[config.mk]
export PLATFORM = sky130hd
export DESIGN_NAME = cxd2545_cmd_receiver
export DESIGN_NICKNAME = d
export VERILOG_FILES = /design/src/rtl/cxd2545_cmd_receiver.sv
export SDC_FILE = /design/constraint.sdc
export NUM_CORES = 1
export LEC_CHECK = 0
export CORE_ASPECT_RATIO = 0.7
export CORE_MARGIN = 4
export CORE_UTILIZATION = 45
export DETAILED_ROUTE_END_ITERATION = 8
export GPL_ROUTABILITY_DRIVEN = 0
export GPL_TIMING_DRIVEN = 0
export PLACE_DENSITY = 0.71
export SYNTH_ARGS = -nofsm -noshare
export SYNTH_HDL_FRONTEND = slang
export SYNTH_SLANG_ARGS = --single-unit
export TNS_END_PERCENT = 50
[constraint.sdc]
create_clock -name clk -period 8.16 [get_ports clk]
set_clock_uncertainty 0.15 [all_clocks]
set_input_delay 1.224 -clock clk [delete_from_list [all_inputs] [get_ports clk]]
set_output_delay 1.224 -clock clk [all_outputs]
set_load 0.005 [all_outputs]
[src/rtl/cxd2545_cmd_receiver.sv]
// cxd2545_cmd_receiver
// Front end of the CXD2545 track counter. Deserialises the MCU servo command
// bus (data/clok/xlat) into 8/16/24-bit command words, MSB first, and decodes
// tracking-mode commands into jump_active, which drives the track counter's
// trigger input for the duration of a track jump.
//
// Ports:
//   clk          system clock, shared with the track counter
//   reset        asynchronous, active-high reset
//   data         MCU serial data, asynchronous to clk
//   clok         MCU serial clock, data sampled on its rising edge
//   xlat         MCU latch, the word is committed on its falling edge
//   cmd_addr     address nibble of the last accepted word
//   cmd_data     remaining word bits, right-aligned, zero-filled
//   cmd_len      1 = 8-bit, 2 = 16-bit, 3 = 24-bit word
//   cmd_strobe   one-clk pulse when cmd_* update
//   len_err      one-clk pulse when a latch is rejected
//   jump_active  high while a track jump is in progress

module cxd2545_cmd_receiver #(
   parameter int         SYNC_STAGES = 2,
   parameter int         MAX_BITS    = 24,
   parameter logic [3:0] TRK_ADDR    = 4'h2
) (
   input  logic        clk,
   input  logic        reset,
   input  logic        data,
   input  logic        clok,
   input  logic        xlat,
   output logic [3:0]  cmd_addr,
   output logic [19:0] cmd_data,
   output logic [1:0]  cmd_len,
   output logic        cmd_strobe,
   output logic        len_err,
   output logic        jump_active
);

   localparam int CNT_W = $clog2(MAX_BITS + 2);

   typedef enum logic [1:0] {
      IDLE  = 2'd0,
      SHIFT = 2'd1,
      OVFL  = 2'd2
   } state_t;

   logic [SYNC_STAGES-1:0] data_sync;
   logic [SYNC_STAGES-1:0] clok_sync;
   logic [SYNC_STAGES-1:0] xlat_sync;
   logic                   data_s;
   logic                   clok_s;
   logic                   xlat_s;
   logic                   clok_d;
   logic                   xlat_d;
   logic                   shift_req;
   logic                   latch_req;
   logic                   rise_r;
   logic                   fall_r;
   logic                   bit_r;

   state_t                 state;
   state_t                 state_n;
   logic [MAX_BITS-1:0]    shreg;
   logic [MAX_BITS-1:0]    shift_word;
   logic [CNT_W-1:0]       bit_cnt;
   logic [CNT_W-1:0]       shift_cnt;

   logic [MAX_BITS-1:0]    lat_word;
   logic [CNT_W-1:0]       lat_cnt;
   logic                   lat_pend;

   logic [23:0]            w24;
   logic                   dec_ok;
   logic [3:0]             dec_addr;
   logic [19:0]            dec_data;
   logic [1:0]             dec_len;
   logic                   dec_jump;

   // The three MCU lines are asynchronous to clk, so each goes through its own
   // synchroniser chain. The chains hold 0 in reset; an idle-high xlat then
   // only produces a rising edge afterwards, which never triggers a latch.
   always_ff @(posedge clk or posedge reset) begin
      if (reset) begin
         data_sync <= '0;
         clok_sync <= '0;
         xlat_sync <= '0;
      end else begin
         data_sync <= {data_sync[SYNC_STAGES-2:0], data};
         clok_sync <= {clok_sync[SYNC_STAGES-2:0], clok};
         xlat_sync <= {xlat_sync[SYNC_STAGES-2:0], xlat};
      end
   end

   assign data_s = data_sync[SYNC_STAGES-1];
   assign clok_s = clok_sync[SYNC_STAGES-1];
   assign xlat_s = xlat_sync[SYNC_STAGES-1];

   // A clok rise is only honoured while xlat is high, with one exception: when
   // it lands in the same cycle as the xlat fall, the bit still belongs to the
   // word being latched. Checking xlat_d as well as xlat_s covers that cycle.
   assign shift_req = clok_s & ~clok_d & (xlat_s | xlat_d);
   assign latch_req = ~xlat_s & xlat_d;

   // Delayed copies for edge detection, then the detected edges and the data
   // bit are registered together so the FSM sees them aligned in one cycle.
   always_ff @(posedge clk or posedge reset) begin
      if (reset) begin
         clok_d <= 1'b0;
         xlat_d <= 1'b0;
         rise_r <= 1'b0;
         fall_r <= 1'b0;
         bit_r  <= 1'b0;
      end else begin
         clok_d <= clok_s;
         xlat_d <= xlat_s;
         rise_r <= shift_req;
         fall_r <= latch_req;
         bit_r  <= data_s;
      end
   end

   // FSM state register.
   always_ff @(posedge clk or posedge reset) begin
      if (reset) begin
         state <= IDLE;
      end else begin
         state <= state_n;
      end
   end

   // Next-state logic plus the post-shift word and count. The shift is always
   // applied first, so a latch in the same cycle sees the updated values. Once
   // the count would pass MAX_BITS the word is unusable: park in OVFL with the
   // count saturated and ignore further bits until the next latch.
   always_comb begin
      state_n    = state;
      shift_word = shreg;
      shift_cnt  = bit_cnt;
      if (rise_r && state != OVFL) begin
         if (bit_cnt == CNT_W'(MAX_BITS)) begin
            state_n   = OVFL;
            shift_cnt = CNT_W'(MAX_BITS + 1);
         end else begin
            state_n    = SHIFT;
            shift_word = {shreg[MAX_BITS-2:0], bit_r};
            shift_cnt  = bit_cnt + 1'b1;
         end
      end
      if (fall_r) begin
         state_n = IDLE;
      end
   end

   // Shift register and bit counter. On a latch the post-shift word and count
   // are copied aside for checking in the next cycle, and the live register
   // starts over empty.
   always_ff @(posedge clk or posedge reset) begin
      if (reset) begin
         shreg    <= '0;
         bit_cnt  <= '0;
         lat_word <= '0;
         lat_cnt  <= '0;
         lat_pend <= 1'b0;
      end else begin
         lat_pend <= fall_r;
         if (fall_r) begin
            lat_word <= shift_word;
            lat_cnt  <= shift_cnt;
            shreg    <= '0;
            bit_cnt  <= '0;
         end else begin
            shreg   <= shift_word;
            bit_cnt <= shift_cnt;
         end
      end
   end

   // Word decode. Only 8, 16 and 24 bits form a legal word; the address is
   // always the top nibble and the tracking field is the upper two bits of the
   // low nibble of the first byte, whose position depends on the length.
   always_comb begin
      w24      = 24'(lat_word);
      dec_ok   = 1'b0;
      dec_addr = 4'h0;
      dec_data = 20'h0;
      dec_len  = 2'd0;
      dec_jump = 1'b0;
      case (lat_cnt)
         CNT_W'(8): begin
            dec_ok   = 1'b1;
            dec_addr = w24[7:4];
            dec_data = {16'h0, w24[3:0]};
            dec_len  = 2'd1;
            dec_jump = w24[3];
         end
         CNT_W'(16): begin
            dec_ok   = 1'b1;
            dec_addr = w24[15:12];
            dec_data = {8'h0, w24[11:0]};
            dec_len  = 2'd2;
            dec_jump = w24[11];
         end
         CNT_W'(24): begin
            dec_ok   = 1'b1;
            dec_addr = w24[23:20];
            dec_data = w24[19:0];
            dec_len  = 2'd3;
            dec_jump = w24[19];
         end
         default: begin
            dec_ok = 1'b0;
         end
      endcase
   end

   // Output register. A rejected latch only pulses len_err; everything else
   // holds. jump_active follows the tracking field (10/11 = jump, 00/01 = servo
   // off/on) and is written only by tracking-mode words, so a repeated jump
   // command rewrites 1 over 1 without a glitch.
   always_ff @(posedge clk or posedge reset) begin
      if (reset) begin
         cmd_addr    <= 4'h0;
         cmd_data    <= 20'h0;
         cmd_len     <= 2'd0;
         cmd_strobe  <= 1'b0;
         len_err     <= 1'b0;
         jump_active <= 1'b0;
      end else begin
         cmd_strobe <= lat_pend & dec_ok;
         len_err    <= lat_pend & ~dec_ok;
         if (lat_pend && dec_ok) begin
            cmd_addr <= dec_addr;
            cmd_data <= dec_data;
            cmd_len  <= dec_len;
            if (dec_addr == TRK_ADDR) begin
               jump_active <= dec_jump;
            end
         end
      end
   end

endmodule
==> impl_metrics.ini, run 1 <==
[routing]
first_iter_violations = 136
routed_wl_um = 7400
first_pass_iters = 4
vias_per_cell = 5.19
antenna_left = 0
remaining_drc_errors = 0
post_drt_wl_per_cell_um = 15.7
dr_total_vias = 2451

[cts]
cts_num_sinks = 101
cts_resized = 0
cts_tree = built
clk_pin_slew_ns = 0.07
post-cts-setup-buffers = 0
cts_buffer_depth = 2
h-tree-depth = 3
clk_latency_ns = 0.35
cts_hold_buf = 0
root_buffer = clkbuf_16
cts_buffers = 9

[place]
placed_area_um2 = 4350
numPortBuffers = 33
dp_cells = 456
dp_hpwl_um = 5160

[critical_path]
critPathArrivalTime_ns = 1.26
cp_num_buf_inv = 1
cpPeakStageDelay_ns = 0.52
crit_path_start_kind = register
slowest_stage = clkdlybuf4s50_1
crit_path_cell_trace = clkdlybuf4s50_1
r2r_end = lat_word[7]
required_ns = 6.79
reg2reg_depth = 7
critPathCaptureType = primary output
crit_family = buffers and inverters
rrSetupSlack_ns = 6.15
worst-path-max-fanout = 2
rr_startpoint = bit_cnt[0]
crit_type = reg2out

[power]
p_leak_nw = 2.30
power_density_nw_per_um2 = 276
vdd.ir_drop.worst_v = 0.000184

[sta]
hold_viol = 0
min_period_over_period_pct = 32.3
hold_ws_ns = 0.200
maxSlewHeadroom_pct = 62.3
slew_violations = 0
rsz0062_at_grt = false
min_period_ns = 2.64
setup_tns_ns = 0
tightest_slew_ns = 0.566
fmax_mhz = 379
setup_viol = 0

[global_routing]
grt_usage_pct = 16.0
antenna_found_initial = 0
first_global_vias = 2375
grt.overflow.total = 0
grt_pass1_wl_um = 12500
grt_max_degree = 64

[hold_path]
whs_path_depth = 0
min-delay-start = data_sync[0]
hold_path_class = reg2reg
hold_end = data_sync[1]

[synth]
yosysWarnings = 0
async_reset_ff_share_pct = 100
synthTopCellsByCount = 101 x dfrtp_1, 64 x nor2_1, 31 x a21oi_1
synth_top_area_share_pct = 65.4
yosysTopAreaCell = dfrtp_1
synthCells = 321
synth-edff-count = 0
yosysSeqAreaShare_pct = 65.4
synthTopCellsByArea = dfrtp_1 65%, mux2i_1 7.5%, nor2_1 6.2%
synth-seq-cells = 101
synth.net_count = 328
synth_cell_types = 35
synth_flop_cell = dfrtp_1
syn_area_um2 = 3870
postSynthAreaPerCell_um2 = 12.0
synth.most_common_cell = dfrtp_1

[die]
dieHeight_um = 85.6
start_util_pct = 47.7
core_area_um2 = 8110
dieArea_um2 = 10200
rows = 27
pin_count = 34
die_w_um = 119

[layout]
diodes = 0
drive_gt1_share_pct = 8.89
postLayoutCellArea_um2 = 4670
final_nets = 373
final_core_util_pct = 57.6
nFillCells = 679
stdcell_count = 472
area_delta_synth_final_pct = 20.7

[job]
maxCapViolations = 0

[status]
status = finished, final reports clean
-- cell type report --
type	count	area [um^2]	share of cell area (%)
tap	101	126	2.71
clock buffer	10	229	4.90
timing repair buffer	34	358	7.66
buffer	19	113	2.41
clock inverter	6	86.3	1.85
multi-input combinational	193	1200	25.6
sequential	101	2530	54.1
inverter	8	32.5	0.697
-- worst max-delay path by stage --
stage               cells past startpoint  slack [ns]   startpoint      endpoint
CTS                                     1        5.51  cmd_addr[0]   cmd_addr[0]
detailed placement                      3        5.67        reset  cmd_data[18]
global route                            1        5.47  cmd_addr[0]   cmd_addr[0]
finish                                  1        5.52  cmd_addr[0]   cmd_addr[0]
floorplan                               1        4.14        reset    bit_cnt[0]
global placement                        2        2.81        reset  cmd_data[18]
-- registers in the layout (all words and copies together), names as in the netlist --
| name | count |
|---|---|
| rise_r | 1 |
| fall_r | 1 |
| clok_sync | 2 |
| xlat_sync | 2 |
| xlat_d | 1 |
| jump_active | 1 |
| lat_cnt | 5 |
| bit_cnt | 5 |
| clok_d | 1 |
| state | 2 |
| bit_r | 1 |
| cmd_len | 2 |
| cmd_data | 20 |
| lat_word | 24 |
| len_err | 1 |
| lat_pend | 1 |
| cmd_addr | 4 |
| cmd_strobe | 1 |
| data_sync | 2 |
| shreg | 24 |
-- report_power, final --
| part | total, mW | internal [mW] | leakage, nW | switching, mW |
|---|---|---|---|---|
| sequential | 0.616 | 0.571 | 1.30 | 0.0445 |
| combinational | 0.225 | 0.135 | 0.846 | 0.0901 |
| clock | 0.448 | 0.269 | 0.153 | 0.180 |
| total | 1.29 | 0.975 | 2.30 | 0.314 |
-- metrics by stage --
stage                     total power [mW]  setup slack, ns
after floorplan                      0.723             4.14
after global placement               0.846             2.81
after detailed placement             0.854             5.67
after CTS                             1.30             5.51
after global routing                  1.36             5.47
final                                 1.29             5.52
-- per-layer routing --
layer  routed length, um  track usage (%)  part of all wire [%]  vias up
li1                    -                -                     -     1187
met1                3730             22.7                    50     1212
met2                3230             23.5                    44       47
met3                 377             6.46                   5.1        5
met4                  61             3.47                  0.82        0
met5                   0                0                     0        -
-- layout by cell type (no fill, tap or decap), types with 2 or more instances in the layout --
cell,instances
nor2_1,64
clkbuf_16,9
clkdlybuf4s50_1,33
mux2_2,4
ha_1,2
a31oi_1,5
nor2b_1,3
clkinv_2,2
nand4_1,3
a21oi_1,31
bufinv_16,2
clkbuf_1,14
buf_6,5
nand2_1,15
inv_1,6
dfrtp_1,101
mux2i_1,29
o21ai_0,2
a22o_1,16
xor2_1,2
-- cell families after synthesis --
group | after synthesis | synth area share, %
buffers and inverters | 27 | 3.69
XOR/XNOR | 2 | 0.453
AO/OA/AOI/OAI | 61 | 10.5
flip-flops | 101 | 65.4
AND/OR/NAND/NOR | 94 | 10.5
adder cells (fa/ha/maj) | 2 | 0.647
multiplexers | 34 | 8.96
Note: power is estimated with default switching activity, not from simulation.
==> run 2, diff against run 1 <==
--- a/config.mk
+++ b/config.mk
@@ -11,7 +11,7 @@
 export DETAILED_ROUTE_END_ITERATION = 8
 export GPL_ROUTABILITY_DRIVEN = 0
 export GPL_TIMING_DRIVEN = 0
-export PLACE_DENSITY = 0.71
+export PLACE_DENSITY = 0.73
 export SYNTH_ARGS = -nofsm -noshare
 export SYNTH_HDL_FRONTEND = slang
 export SYNTH_SLANG_ARGS = --single-unit
==> constraint.sdc (replaced) <==
create_clock -name clk -period 2.13 [get_ports clk]
set_clock_uncertainty 0.15 [all_clocks]
set_input_delay 0.3195 -clock clk [delete_from_list [all_inputs] [get_ports clk]]
set_output_delay 0.3195 -clock clk [all_outputs]
set_load 0.005 [all_outputs]
==> run 2 against run 1 <==
  * Core utilization down 0.077 points
  * Design area down 0.13%
  * Sequential cell count unchanged
  * Global-route usage down 0.077 points
  * Clock power rose to 3.3 times the previous value
  * Sequential power rose to 3.8 times the previous value
  * Die area unchanged
  * Sequential share of layout area up 0.073 points
  * Critical path type is now reg2reg
==> impl_metrics.ini, run 2 (synthesis gave the netlist of run 1 again) <==
[power]
p_seq_share_pct = 50.2
switchingPower_mw = 1.15
p_int_mw = 3.56
vdd.ir_drop.worst_v = 0.000656
power_switching_share_pct = 24.5
fin_total_pwr_mw = 4.71
p_leak_nw = 2.29
power_density_nw_per_um2 = 1010
clock_power_share_pct = 31.3
p_comb_share_pct = 18.5

[cts]
post-cts-setup-buffers = 0
h-tree-depth = 3
cts_hold_buf = 0
cts_buffers = 9
cts_buffer_depth = 2
cts_tree = built
clk_pin_slew_ns = 0.07
cts_resized = 0
cts_num_sinks = 101
clk_latency_ns = 0.34
root_buffer = clkbuf_16

[critical_path]
reg2reg_depth = 7
critPathArrivalTime_ns = 1.99
crit_path_start = bit_cnt[0]
rr_startpoint = bit_cnt[0]
rrSetupSlack_ns = 0.19
required_ns = 2.18
crit_type = reg2reg
r2r_end = lat_word[6]
worst-path-max-fanout = 10
critPathCaptureType = register
crit_path_start_kind = register

[layout]
multi_input_area_um2 = 1200
drive_gt1_share_pct = 8.63
nFillCells = 667
final_cell_mix = 101 x dfrtp_1, 64 x nor2_1, 33 x clkdlybuf4s50_1
area_delta_synth_final_pct = 20.6
top_regs = lat_word x24, shreg x24, cmd_data x20
final_nets = 375
diodes = 0
stdcell_count = 472
ff_latch_area_um2 = 2530
final_common_cell = dfrtp_1

[sta]
fmax_mhz = 515
min_period_ns = 1.94
fin_ws_ns = 0.188
slew_violations = 0
tightest_slew_ns = 0.542
min_period_over_period_pct = 91.2
maxSlewHeadroom_pct = 63.8
hold_viol = 0
setup_viol = 0
rsz0062_at_grt = false

[die]
start_util_pct = 47.7
dieArea_um2 = 10200
die_w_um = 119
core_area_um2 = 8110
rows = 27
pin_count = 34
dieHeight_um = 85.6

[routing]
antenna_left = 0
first_pass_iters = 4
dr_total_vias = 2512
remaining_drc_errors = 0
post_drt_wl_per_cell_um = 15.8
first_iter_violations = 172
vias_per_cell = 5.32
routed_wl_um = 7460

[place]
dp_hpwl_um = 5250
pre_cts_slack_ns = 0.179
dp_cells = 458
numPortBuffers = 33

[global_routing]
grt_usage_pct = 16.0
first_global_vias = 2522
grt_pass1_wl_um = 12600
grt.overflow.total = 0
antenna_found_initial = 0
grt_max_degree = 34

[hold_path]
hold_path_class = in2async

[status]
status = finished, final reports clean

[job]
maxCapViolations = 0
run 2: power by group through the flow:
| stage | Clock (mW) | Sequential [mW] | Combinational, mW |
|---|---|---|---|
| finish | 1.48 | 2.36 | 0.872 |
| floorplan | 0 | 2.37 | 0.397 |
| detailed placement | 0 | 2.40 | 0.882 |
| CTS | 1.51 | 2.37 | 0.889 |
| global placement | 0 | 2.39 | 0.854 |
| global route | 1.61 | 2.40 | 0.959 |
run 2: area by class of cell:
type                            count  area share (%)
Tap cell                          101            2.71
Clock buffer                       13            5.58
Multi-Input combinational cell    193            25.7
Sequential cell                   101            54.2
Inverter                            8           0.724
Clock inverter                      1           0.161
Timing Repair Buffer               36            8.53
Buffer                             19            2.41
run 2: stage by stage:
stage          hold slack, ns  util, %  cell area [um^2]  setup TNS, ns
3_3_place_gp            0.183     53.4              4330         -49.33
3_5_place_dp            0.186     54.2              4400              0
6_report                0.198     57.5              4660              0
2_1_floorplan           0.181        -              3870              0
5_1_grt                 0.205     57.5              4660              0
4_1_cts                 0.203     57.5              4660              0
run 2: worst max-delay path by stage:
stage	endpoint	slack, ns	cells after the start
finish	lat_word[6]	0.19	7
CTS	lat_word[7]	0.16	7
detailed placement	lat_word[7]	0.18	7
floorplan	cmd_addr[1]	0.44	6
global route	lat_word[7]	0.02	7
global placement	cmd_data[6]	-0.50	2
run 2: critical path, stage by stage, from the launching register on:
cell,delay (ns)
dfrtp_1,0.42
inv_1,0.08
ha_1,0.14
nand4b_1,0.22
nand2_4,0.22
buf_6,0.20
mux2i_1,0.28
a21oi_1,0.10
run 2: layer usage:
layer	track usage, %	share of wire (%)	vias to the layer above
li1	-	-	1192
met3	5.80	6.1	8
met1	22.1	49	1241
met5	0	0	-
met4	4.84	0.75	0
met2	23.8	44	71
==> run 3, diff against run 2 <==
--- a/config.mk
+++ b/config.mk
@@ -11,7 +11,7 @@
 export DETAILED_ROUTE_END_ITERATION = 8
 export GPL_ROUTABILITY_DRIVEN = 0
 export GPL_TIMING_DRIVEN = 0
-export PLACE_DENSITY = 0.73
+export PLACE_DENSITY = 0.71
 export SYNTH_ARGS = -nofsm -noshare
 export SYNTH_HDL_FRONTEND = slang
 export SYNTH_SLANG_ARGS = --single-unit
==> constraint.sdc (replaced) <==
create_clock -name clk -period 1.9 [get_ports clk]
set_clock_uncertainty 0.15 [all_clocks]
set_input_delay 0.285 -clock clk [delete_from_list [all_inputs] [get_ports clk]]
set_output_delay 0.285 -clock clk [all_outputs]
set_load 0.005 [all_outputs]
==> run 3 against run 2 <==
  * Fmax is 5.1% higher
  * Global-route usage grew 0.35 points
  * Total power increased by 18%
  * Critical endpoint is now lat_word[7]
==> impl_metrics.ini, run 3 (synthesis gave the netlist of run 1 again) <==
[power]
p_leak_nw = 2.32
power_density_nw_per_um2 = 1170
fin_total_pwr_mw = 5.58
vdd.ir_drop.worst_v = 0.000784

[die]
dieArea_um2 = 10200
start_util_pct = 47.7
rows = 27
pin_count = 34
dieHeight_um = 85.6
die_w_um = 119
core_area_um2 = 8110

[layout]
stdcell_count = 475
final_nets = 377
final_core_util_pct = 58.6
diodes = 0
area_delta_synth_final_pct = 22.9
final_cell_mix = 101 x dfrtp_1, 64 x nor2_1, 33 x clkdlybuf4s50_1
top_regs = lat_word x24, shreg x24, cmd_data x20
nFillCells = 667
final_common_cell = dfrtp_1
drive_gt1_share_pct = 12.6

[critical_path]
rrSetupSlack_ns = 0.05
required_ns = 1.97
critPathCaptureType = register
crit_path_start_kind = register
reg2reg_depth = 7
critPathArrivalTime_ns = 1.92
worst-path-max-fanout = 10
crit_type = reg2reg

[cts]
h-tree-depth = 3
clk_pin_slew_ns = 0.06
cts_tree = built
clk_latency_ns = 0.35
cts_buffers = 9
cts_num_sinks = 101
cts_hold_buf = 0
root_buffer = clkbuf_16
cts_buffer_depth = 2

[global_routing]
first_global_vias = 2501
grt_max_degree = 43
met3_usage_pct = 6.13
grt.overflow.total = 0
grt_usage_pct = 16.3
antenna_found_initial = 0
grt_pass1_wl_um = 12800
top_usage_layer = met2
grtUsageMet2_pct = 23.7
grt_util_met1_pct = 23.0

[sta]
setup_viol = 0
fin_ws_ns = 0.0515
min_period_over_period_pct = 97.3
min_period_ns = 1.85
hold_viol = 0
fmax_mhz = 541
tightest_slew_ns = 0.549
maxSlewHeadroom_pct = 63.3
slew_violations = 0
rsz0062_at_grt = true
hold_ws_ns = 0.183

[routing]
routed_wl_um = 7680
post_drt_wl_per_cell_um = 16.2
antenna_left = 0
first_pass_iters = 4
vias_per_cell = 5.21
dr_total_vias = 2475
remaining_drc_errors = 0
first_iter_violations = 171

[place]
numPortBuffers = 33
dp_cells = 457
pre_cts_slack_ns = -0.0687
dp_hpwl_um = 5320

[job]
maxCapViolations = 0

[hold_path]
hold_path_class = in2async

[status]
status = finished, final reports clean
[run 3: report_power, final]
part / switching (mW) / total, mW / internal [mW]
Combinational: 0.391 / 0.992 / 0.600
Sequential: 0.202 / 2.66 / 2.45
Clock: 0.750 / 1.93 / 1.18
[run 3: final timing paths]
check                              from      endpoint
setup reg to reg             bit_cnt[0]   lat_word[7]
hold reg to reg            xlat_sync[0]  xlat_sync[1]
hold / removal                    reset      state[0]
setup / recovery             bit_cnt[0]   lat_word[7]
min in group clk           xlat_sync[0]  xlat_sync[1]
max in group asynchronous         reset   cmd_data[5]
[run 3: cell type report]
class | count | area (um^2) | area share [%]
Inverter | 8 | 36.3 | 0.763
Timing Repair Buffer | 39 | 400 | 8.42
Multi-Input combinational cell | 193 | 1230 | 26.0
Clock inverter | 4 | 72.6 | 1.53
Tap cell | 101 | 126 | 2.66
Sequential cell | 101 | 2530 | 53.2
Buffer | 18 | 114 | 2.39
Clock buffer | 11 | 243 | 5.11
[run 3: timing repair]
action                                  4_1_cts  5_1_grt
pin swaps                                     1        1
resized for setup                             1       15
endpoints found under the hold margin         0        0
setup buffers                                 1        3
endpoints found under the setup margin       17       53
[run 3: worst max-delay path: stages, from the launching register on]
cell and delay (ns):
dfrtp_1 0.42, inv_1 0.08, ha_1 0.14, nand4b_1 0.18
nand2_4 0.16, buf_6 0.20, mux2i_2 0.29, a21oi_1 0.11
[run 3: metrics by stage]
step | instance area (um^2) | setup TNS (ns)
after floorplan | 3870 | 0
after global placement | 4330 | -69.94
after detailed placement | 4370 | -0.154
after CTS | 4690 | 0
after global routing | 4750 | -0.0723
final | 4750 | 0
[run 3: metal layers]
| metal | wire length (um) | up-vias | part of all wire [%] |
|---|---|---|---|
| li1 | - | 1187 | - |
| met3 | 340 | 9 | 4.4 |
| met1 | 3810 | 1230 | 50 |
| met2 | 3440 | 49 | 45 |
| met5 | 0 | - | 0 |
| met4 | 82 | 0 | 1.1 |
